`src/rtl/branch_fetch_sequencer_pkg.sv`:
```
// Shared opcodes, FSM encoding and PC increment for the branch fetch sequencer.
package branch_fetch_sequencer_pkg;

  localparam logic [5:0] OP_BEQ  = 6'b000100;
  localparam logic [5:0] OP_J    = 6'b000010;
  localparam int         PC_STEP = 4;

  typedef enum logic [1:0] {
    ST_RUN    = 2'd0,
    ST_WAIT   = 2'd1,
    ST_REFILL = 2'd2
  } seq_state_t;

  function automatic logic is_branch(input logic [5:0] opcode);
    return (opcode == OP_BEQ) || (opcode == OP_J);
  endfunction

endpackage

```
`src/rtl/branch_fetch_sequencer_sat_counter.sv`:
```
// Saturating event counter; freezes under hold and sticks at all-ones.
module sat_counter #(
  parameter int CNT_W = 16
) (
  input  logic             clk,
  input  logic             rst,
  input  logic             inc,
  input  logic             hold,
  output logic [CNT_W-1:0] count
);

  logic [CNT_W-1:0] count_q;
  logic [CNT_W-1:0] count_d;

  always_comb begin
    count_d = count_q;
    if (inc && !hold && (count_q != {CNT_W{1'b1}})) begin
      count_d = count_q + 1'b1;
    end
  end

  always_ff @(posedge clk or posedge rst) begin
    if (rst) begin
      count_q <= '0;
    end else begin
      count_q <= count_d;
    end
  end

  assign count = count_q;

endmodule

```
`src/rtl/branch_fetch_sequencer.sv`:
```
// Fetch PC owner: issues a branch, bubbles until it resolves, then absorbs one refill cycle.
//
// state  | meaning
// RUN    | fetching and issuing sequential words
// WAIT   | branch in flight, inserting bubbles until resolve or timeout
// REFILL | redirect taken; the word in flight is from the stale address
module branch_fetch_sequencer
  import branch_fetch_sequencer_pkg::*;
#(
  parameter int              PC_W     = 32,
  parameter logic [PC_W-1:0] RESET_PC = '0,
  parameter int              TIMEOUT  = 8,
  parameter int              CNT_W    = 16
) (
  input  logic             clk,
  input  logic             rst,
  input  logic [5:0]       fetch_opcode,
  input  logic             fetch_valid,
  input  logic             hold,
  input  logic             resolve_valid,
  input  logic             resolve_taken,
  input  logic [PC_W-1:0]  resolve_target,
  output logic [PC_W-1:0]  pc,
  output logic             issue_valid,
  output logic [1:0]       state_dbg,
  output logic [CNT_W-1:0] branch_cnt,
  output logic [CNT_W-1:0] stall_cnt,
  output logic             timeout_err
);

  localparam int WAIT_W = (TIMEOUT > 1) ? $clog2(TIMEOUT) : 1;
  localparam logic [WAIT_W-1:0] WAIT_LAST = WAIT_W'(TIMEOUT - 1);

  seq_state_t        state_q, state_d;
  logic [PC_W-1:0]   pc_q, pc_d;
  logic [WAIT_W-1:0] wait_cnt_q, wait_cnt_d;
  logic              timeout_err_q, timeout_err_d;
  logic              branch_inc;
  logic              stall_inc;

  always_comb begin
    state_d       = state_q;
    pc_d          = pc_q;
    wait_cnt_d    = wait_cnt_q;
    timeout_err_d = timeout_err_q;
    branch_inc    = 1'b0;
    stall_inc     = 1'b0;
    if (!hold) begin
      unique case (state_q)
        ST_RUN: begin
          if (fetch_valid) begin
            pc_d = pc_q + PC_W'(PC_STEP);
            if (is_branch(fetch_opcode)) begin
              branch_inc = 1'b1;
              wait_cnt_d = '0;
              state_d    = ST_WAIT;
            end
          end
        end
        ST_WAIT: begin
          stall_inc = 1'b1;
          // Resolve beats the timeout boundary; pc already holds the fall-through.
          if (resolve_valid) begin
            if (resolve_taken) begin
              pc_d = resolve_target;
            end
            state_d = ST_REFILL;
          end else if (wait_cnt_q == WAIT_LAST) begin
            timeout_err_d = 1'b1;
            state_d       = ST_RUN;
          end else begin
            wait_cnt_d = wait_cnt_q + 1'b1;
          end
        end
        ST_REFILL: begin
          stall_inc = 1'b1;
          state_d   = ST_RUN;
        end
        default: state_d = ST_RUN;
      endcase
    end
  end

  always_ff @(posedge clk or posedge rst) begin
    if (rst) begin
      state_q       <= ST_RUN;
      pc_q          <= RESET_PC;
      wait_cnt_q    <= '0;
      timeout_err_q <= 1'b0;
    end else begin
      state_q       <= state_d;
      pc_q          <= pc_d;
      wait_cnt_q    <= wait_cnt_d;
      timeout_err_q <= timeout_err_d;
    end
  end

  sat_counter #(.CNT_W(CNT_W)) u_branch_cnt (
    .clk   (clk),
    .rst   (rst),
    .inc   (branch_inc),
    .hold  (hold),
    .count (branch_cnt)
  );

  sat_counter #(.CNT_W(CNT_W)) u_stall_cnt (
    .clk   (clk),
    .rst   (rst),
    .inc   (stall_inc),
    .hold  (hold),
    .count (stall_cnt)
  );

  assign pc          = pc_q;
  assign state_dbg   = state_q;
  assign timeout_err = timeout_err_q;
  assign issue_valid = (state_q == ST_RUN) && fetch_valid && !hold && !rst;

endmodule

```
`config.mk`:
```
export PLATFORM = sky130hd
export DESIGN_NAME = branch_fetch_sequencer
export DESIGN_NICKNAME = d
export VERILOG_FILES = /design/src/rtl/branch_fetch_sequencer_pkg.sv /design/src/rtl/branch_fetch_sequencer_sat_counter.sv /design/src/rtl/branch_fetch_sequencer.sv
export SDC_FILE = /design/constraint.sdc
export NUM_CORES = 1
export LEC_CHECK = 0
export CAP_MARGIN = 25
export CORE_MARGIN = 2
export CORE_UTILIZATION = 48
export CTS_BUF_LIST = sky130_fd_sc_hd__clkbuf_16
export CTS_CLUSTER_DIAMETER = 120
export DETAILED_ROUTE_END_ITERATION = 8
export HOLD_SLACK_MARGIN = 0.1
export PLACE_DENSITY = 0.81
export SKIP_CTS_REPAIR_TIMING = 1
export SYNTH_ARGS = -nofsm -noshare
export SYNTH_HDL_FRONTEND = slang
export SYNTH_SLANG_ARGS = --single-unit
```
`constraint.sdc`:
```
create_clock -name clk -period 3.1 [get_ports clk]
set_input_delay 0.465 -clock clk [delete_from_list [all_inputs] [get_ports clk]]
set_output_delay 0.465 -clock clk [all_outputs]
set_load 0.02 [all_outputs]
```
==> flow_metrics.env, run 1 <==
export IMPL_antenna_found_initial=0
export IMPL_maxSlewViolCount=0
export IMPL_synth_xor_area_share=0.06364
export IMPL_drtAntennaViolNets=0
export IMPL_fin_setup_tns_ns=0
export IMPL_nNetsFinal=575
export IMPL_rsz0062_at_grt="no"
export IMPL_synthAdderAreaFrac=0.02194
export IMPL_overflow=0
export IMPL_synth_cells=412
export IMPL_core_area_um2=8134
export IMPL_start_util=0.4907
export IMPL_slowest_delay_ns=0.60
export IMPL_n_antenna_cell=0
export IMPL_cp_buffers_inverters=2
export IMPL_grt_pass1_vias=3506
export IMPL_ys_flop_type="dfrtp_1"
export IMPL_fmax_ghz=0.3765
export IMPL_vias=3772
export IMPL_hold_violations=0
export IMPL_fin_worst_skew_ns=0.007145
export IMPL_die_area_um2=9061
export IMPL_max_vdd_ir_drop_mv=0.5606
export IMPL_place_hpwl_mm=7.357
export IMPL_p_leak_nw=2.199
export IMPL_layout_cells_non_filler=633
export IMPL_yosys_area_share_simple=0.2455
export IMPL_clkLatencyLatePin_ns=0.34
export IMPL_finalPower_w=0.004274
export IMPL_synth_edf_count=0
export IMPL_first_pass_iters=5
export IMPL_slowest_stage="clkdlybuf4s50_1"
export IMPL_p_per_area_nw_per_um2=773.0
export IMPL_grt_pass1_wl_mm=17.07
export IMPL_syn_nets=463
export IMPL_avgSynthCellArea_um2=9.688
export IMPL_cp_data_arrival_time_ns=2.19
export IMPL_root_buffer="clkbuf_16"
export IMPL_crit_path_end_kind="primary output"
export IMPL_die_w_um=95.19
export IMPL_crit_type="reg -> out"
export IMPL_worst_pin_slew_ns=0.9708
export IMPL_hold_class="reg -> reg"
export IMPL_numCtsBuffers=9
export IMPL_synth_compound_area_frac=0.1718
export IMPL_relSlewSlack=0.3526
export IMPL_holdWs_ns=0.4814
export IMPL_area_growth_syn_to_layout_pct=38.53
export IMPL_fin_crit_sh=0.8568
export IMPL_place_inst=618
export IMPL_synthesis_area_um2=3991
export IMPL_drt_iter0_drc=280
export IMPL_synth_seq_cells=70
export IMPL_synthMuxAreaShare=0.02382
export IMPL_worstPathCellList="inv_1, ha_1, and3b_1, and2_1, clkdlybuf4s50_1"
export IMPL_synth_top_family_by_area="simple AND/OR/NAND/NOR gates"
export IMPL_status="complete, no violations"
export IMPL_path_delay_family="buffers and inverters"
export IMPL_clock_path_buffers=2
export IMPL_numPortBuffers=111
export IMPL_die_h_um=95.19
export IMPL_clkTransAtPathRegs_ns=0.05
export IMPL_worstPathRequired_ns=2.63
export IMPL_totalWireLength_mm=10.67
export IMPL_wl_per_cell_um=16.86
export IMPL_final_cell_mix="clkdlybuf4s50_1, dfrtp_1, nand2_1"
export IMPL_cts_htree_levels=3
export IMPL_maxCapViolCount=0
export IMPL_drcViolationCount=0
export IMPL_setup_viol=0
export IMPL_ys_types=65
export IMPL_post_drt_via_cell_ratio=5.959
export IMPL_crit_path_max_fanout=7
export IMPL_cts_sinks=70
export IMPL_async_flop_share=1.000
export IMPL_seq_area_frac_synth=0.4389
export IMPL_yosysWarnings=0
export IMPL_grtUsageTotal=0.2406
export IMPL_io_pins=112
export IMPL_drive_gt1_frac=0.08712
export IMPL_n_fill_cell=629
export IMPL_critPathLaunchType="flip-flop"
export IMPL_min_period_ns=2.656
export IMPL_cts_tree="built"
export IMPL_num_rows=33
export IMPL_final_common_cell="clkdlybuf4s50_1"
export IMPL_place_congestion=0.8764
export IMPL_grt_max_degree=71
[through the flow]
step	worst slack [ns]	util	cell area, um2
2_1_floorplan	0.3027	-	3991
3_3_place_gp	0.4743	0.6413	5216
3_5_place_dp	0.4062	0.6413	5216
4_1_cts	0.4257	0.6797	5529
5_1_grt	0.3398	0.6797	5529
6_report	0.4439	0.6797	5529
[path summary, 6_finish.rpt]
path | start | endpoint | slack (ns) | cells past startpoint
max | state_dbg[0] | issue_valid | 0.44 | 5
min | timeout_err | timeout_err | 0.48 | 2
max reg2reg | state_dbg[0] | pc[25] | 0.67 | 7
min reg2reg | timeout_err | timeout_err | 0.48 | 2
max in group asynchronous | rst | pc[14] | 1.75 | 3
min in group asynchronous | rst | u_stall_cnt.count[13] | 0.79 | 3
[cells by family (layout without fill, tap and decap cells)]
family	count (synthesis)	after routing
AO/OA/AOI/OAI	97	97
AND/OR/NAND/NOR	167	167
flip-flops	70	70
adder cells (fa/ha/maj)	7	7
buffers and inverters	33	149
XOR/XNOR	29	29
multiplexers	9	9
[Yosys cell counts (all sizes together), types with 3 or more instances]
master | instances | area, um2
o32ai | 5 | 43.79
mux2i | 5 | 50.05
a32o | 3 | 30.03
xnor2 | 23 | 201.4
xor2 | 6 | 52.55
a31oi | 3 | 18.77
and3 | 14 | 92.59
a311oi | 4 | 35.03
mux2 | 4 | 45.04
nor3 | 14 | 100.1
or3 | 4 | 25.02
nand2 | 32 | 127.6
o21a | 3 | 22.52
ha | 7 | 87.58
nand3 | 30 | 160.2
a211oi | 4 | 55.05
a21oi | 22 | 113.9
nand4 | 19 | 133.9
and4 | 8 | 72.57
nor2b | 3 | 18.77
a22oi | 5 | 37.54
buf | 11 | 55.06
o21ai | 24 | 120.1
clkbuf | 5 | 18.77
dfrtp | 70 | 1752
inv | 17 | 63.81
nor2 | 26 | 97.59
nor4 | 7 | 65.06
[where the power goes]
part / internal [W] / switching [W] / leakage, nW
Clock: 0.000698 / 0.000400 / 0.145
Sequential: 0.00113 / 0.000319 / 0.900
Combinational: 0.000780 / 0.000948 / 1.15
Total: 0.00261 / 0.00167 / 2.20
[cell type report]
class                   instances  area (um2)  area share
clock buffers                   9       225.2     0.04073
clock inverters                 6       87.58     0.01584
inverters                      17       63.81     0.01154
multi-input cells             309        2113      0.3822
flip-flops and latches         70        1752      0.3168
well taps                     105       131.4     0.02376
repair buffers                117        1156      0.2091
[layer usage]
layer | track usage | vias up | share of wire
li1 | - | 1759 | -
met1 | 0.3272 | 1833 | 0.43
met2 | 0.3791 | 160 | 0.47
met3 | 0.04032 | 20 | 0.082
met4 | 0.1051 | 0 | 0.019
met5 | 0 | - | 0
[registers in the layout (all words and copies together) (netlist names)]
signal,count
timeout_err,1
u_stall_cnt.count,16
u_branch_cnt.count,16
pc,32
wait_cnt_q,3
state_dbg,2
[worst min-delay path, cell delays in order (launching register included)]
cell and delay [ns]:
dfrtp_1 0.35, inv_1 0.04, o41ai_1 0.05
(Power assumes the default switching activity.)
==> run 2: changes to the inputs <==
--- a/config.mk
+++ b/config.mk
@@ -6,7 +6,7 @@
 export NUM_CORES = 1
 export LEC_CHECK = 0
 export CAP_MARGIN = 25
-export CORE_MARGIN = 2
+export CORE_MARGIN = 5
 export CORE_UTILIZATION = 48
 export CTS_BUF_LIST = sky130_fd_sc_hd__clkbuf_16
 export CTS_CLUSTER_DIAMETER = 120
==> run 2 against run 1 <==
Compared with the run above: core utilization shrank 0.71 points; sequential power barely moved; sequential share of layout area rose by 0.17 points; critical path depth is the same; sequential cell count stayed put; worst setup slack is essentially flat; cell area shrank 0.54%; first-iteration DRC count down 50%; critical endpoint unchanged.
==> flow_metrics.env, run 2 (same netlist as run 1, synthesis figures left out) <==
export IMPL_drt_iter0_drc=140
export IMPL_cts_htree_levels=3
export IMPL_final_common_cell="clkdlybuf4s50_1"
export IMPL_die_w_um=101.2
export IMPL_min_period_ns=2.656
export IMPL_rsz0062_at_grt="no"
export IMPL_num_rows=33
export IMPL_max_vdd_ir_drop_mv=0.4776
export IMPL_grt_max_degree=71
export IMPL_place_congestion=0.8663
export IMPL_maxCapViolCount=0
export IMPL_setup_viol=0
export IMPL_crit_type="reg -> out"
export IMPL_fin_setup_tns_ns=0
export IMPL_die_h_um=101.2
export IMPL_p_leak_nw=2.196
export IMPL_n_antenna_cell=0
export IMPL_core_area_um2=8175
export IMPL_drtAntennaViolNets=0
export IMPL_place_inst=618
export IMPL_n_fill_cell=679
export IMPL_hold_class="reg -> reg"
export IMPL_area_growth_syn_to_layout_pct=37.77
export IMPL_grt_pass1_vias=3696
export IMPL_hold_violations=0
export IMPL_place_ws_ns=0.3992
export IMPL_crit_path_end_kind="primary output"
export IMPL_root_buffer="clkbuf_16"
export IMPL_antenna_found_initial=0
export IMPL_numCtsBuffers=9
export IMPL_vias=3715
export IMPL_first_pass_iters=5
export IMPL_start_util=0.4882
export IMPL_p_per_area_nw_per_um2=755.7
export IMPL_numPortBuffers=111
export IMPL_worst_pin_slew_ns=0.9561
export IMPL_worstPathRequired_ns=2.63
export IMPL_wl_per_cell_um=17.10
export IMPL_clkTransAtPathRegs_ns=0.06
export IMPL_status="complete, no violations"
export IMPL_totalWireLength_mm=10.84
export IMPL_fin_worst_skew_ns=0.006955
export IMPL_place_hpwl_mm=7.751
export IMPL_critPathLaunchType="flip-flop"
export IMPL_drcViolationCount=0
export IMPL_worst_slack_ns=0.4440
export IMPL_crit_path_max_fanout=7
export IMPL_post_drt_via_cell_ratio=5.860
export IMPL_cts_sinks=70
export IMPL_fin_crit_sh=0.8568
export IMPL_nNetsFinal=575
export IMPL_cp_data_arrival_time_ns=2.19
export IMPL_final_cell_mix="clkdlybuf4s50_1, dfrtp_1, nand2_1"
export IMPL_layout_cells_non_filler=634
export IMPL_maxSlewViolCount=0
export IMPL_cts_tree="built"
export IMPL_largest_reg_flops=32
export IMPL_io_pins=112
export IMPL_drive_gt1_frac=0.08318
export IMPL_die_area_um2=10240
export IMPL_grtUsageTotal=0.2192
export IMPL_clock_path_buffers=2
export IMPL_fmax_ghz=0.3765
export IMPL_grt_pass1_wl_mm=18.05
export IMPL_clkLatencyLatePin_ns=0.33
export IMPL_relSlewSlack=0.3624
export IMPL_overflow=0
run 2: cell count changes in the layout (fill, tap and decap cells not counted), sizes merged:
cell and delta:
clkinv +1, inv +2, clkinvlp -1, bufinv -1
run 2: path summary, 6_finish.rpt:
check	from	endpoint	slack, ns	cells past startpoint
max in group asynchronous	rst	pc[9]	1.71	3
max	state_dbg[0]	issue_valid	0.44	5
min in group asynchronous	rst	pc[2]	0.79	3
max reg2reg	state_dbg[1]	pc[21]	0.53	7
min	timeout_err	timeout_err	0.47	2
min reg2reg	timeout_err	timeout_err	0.47	2
run 2: stage by stage:
| step | hold WS [ns] | util | total power (W) | instance area (um2) |
|---|---|---|---|---|
| floorplan | 0.4698 | - | 0.002440 | 3991 |
| global placement | 0.4633 | 0.6380 | 0.003105 | 5216 |
| global route | 0.4901 | 0.6726 | 0.004425 | 5499 |
| CTS | 0.4788 | 0.6726 | 0.004175 | 5499 |
| finish | 0.4680 | 0.6726 | 0.004156 | 5499 |
| detailed placement | 0.4654 | 0.6380 | 0.003177 | 5216 |
run 2: where the power goes:
part           switching [W]  internal (W)
Sequential          0.000310       0.00113
Clock               0.000372      0.000610
Combinational       0.000955      0.000780
Total                0.00164       0.00252
run 2: cell type report:
cell class	instances	area, um2	share of cell area
multi-input combinational	309	2113	0.3843
clock buffer	9	225.2	0.04096
tap	105	131.4	0.02389
sequential	70	1752	0.3185
clock inverter	7	57.56	0.01047
inverter	17	63.81	0.01160
timing repair buffer	117	1156	0.2102
run 2: critical path, cell delays in order, from the launching register on:
cell,delay [ns]
dfrtp_1,0.41
inv_1,0.09
ha_1,0.34
and3b_1,0.28
and2_1,0.14
clkdlybuf4s50_1,0.61
run 2: per-layer routing:
| layer | up-vias | global-route usage | routed length, um |
|---|---|---|---|
| met2 | 133 | 0.3622 | 5304 |
| met5 | - | 0 | 0 |
| li1 | 1771 | - | - |
| met4 | 0 | 0.06851 | 193 |
| met3 | 16 | 0.05992 | 864 |
| met1 | 1795 | 0.2811 | 4477 |
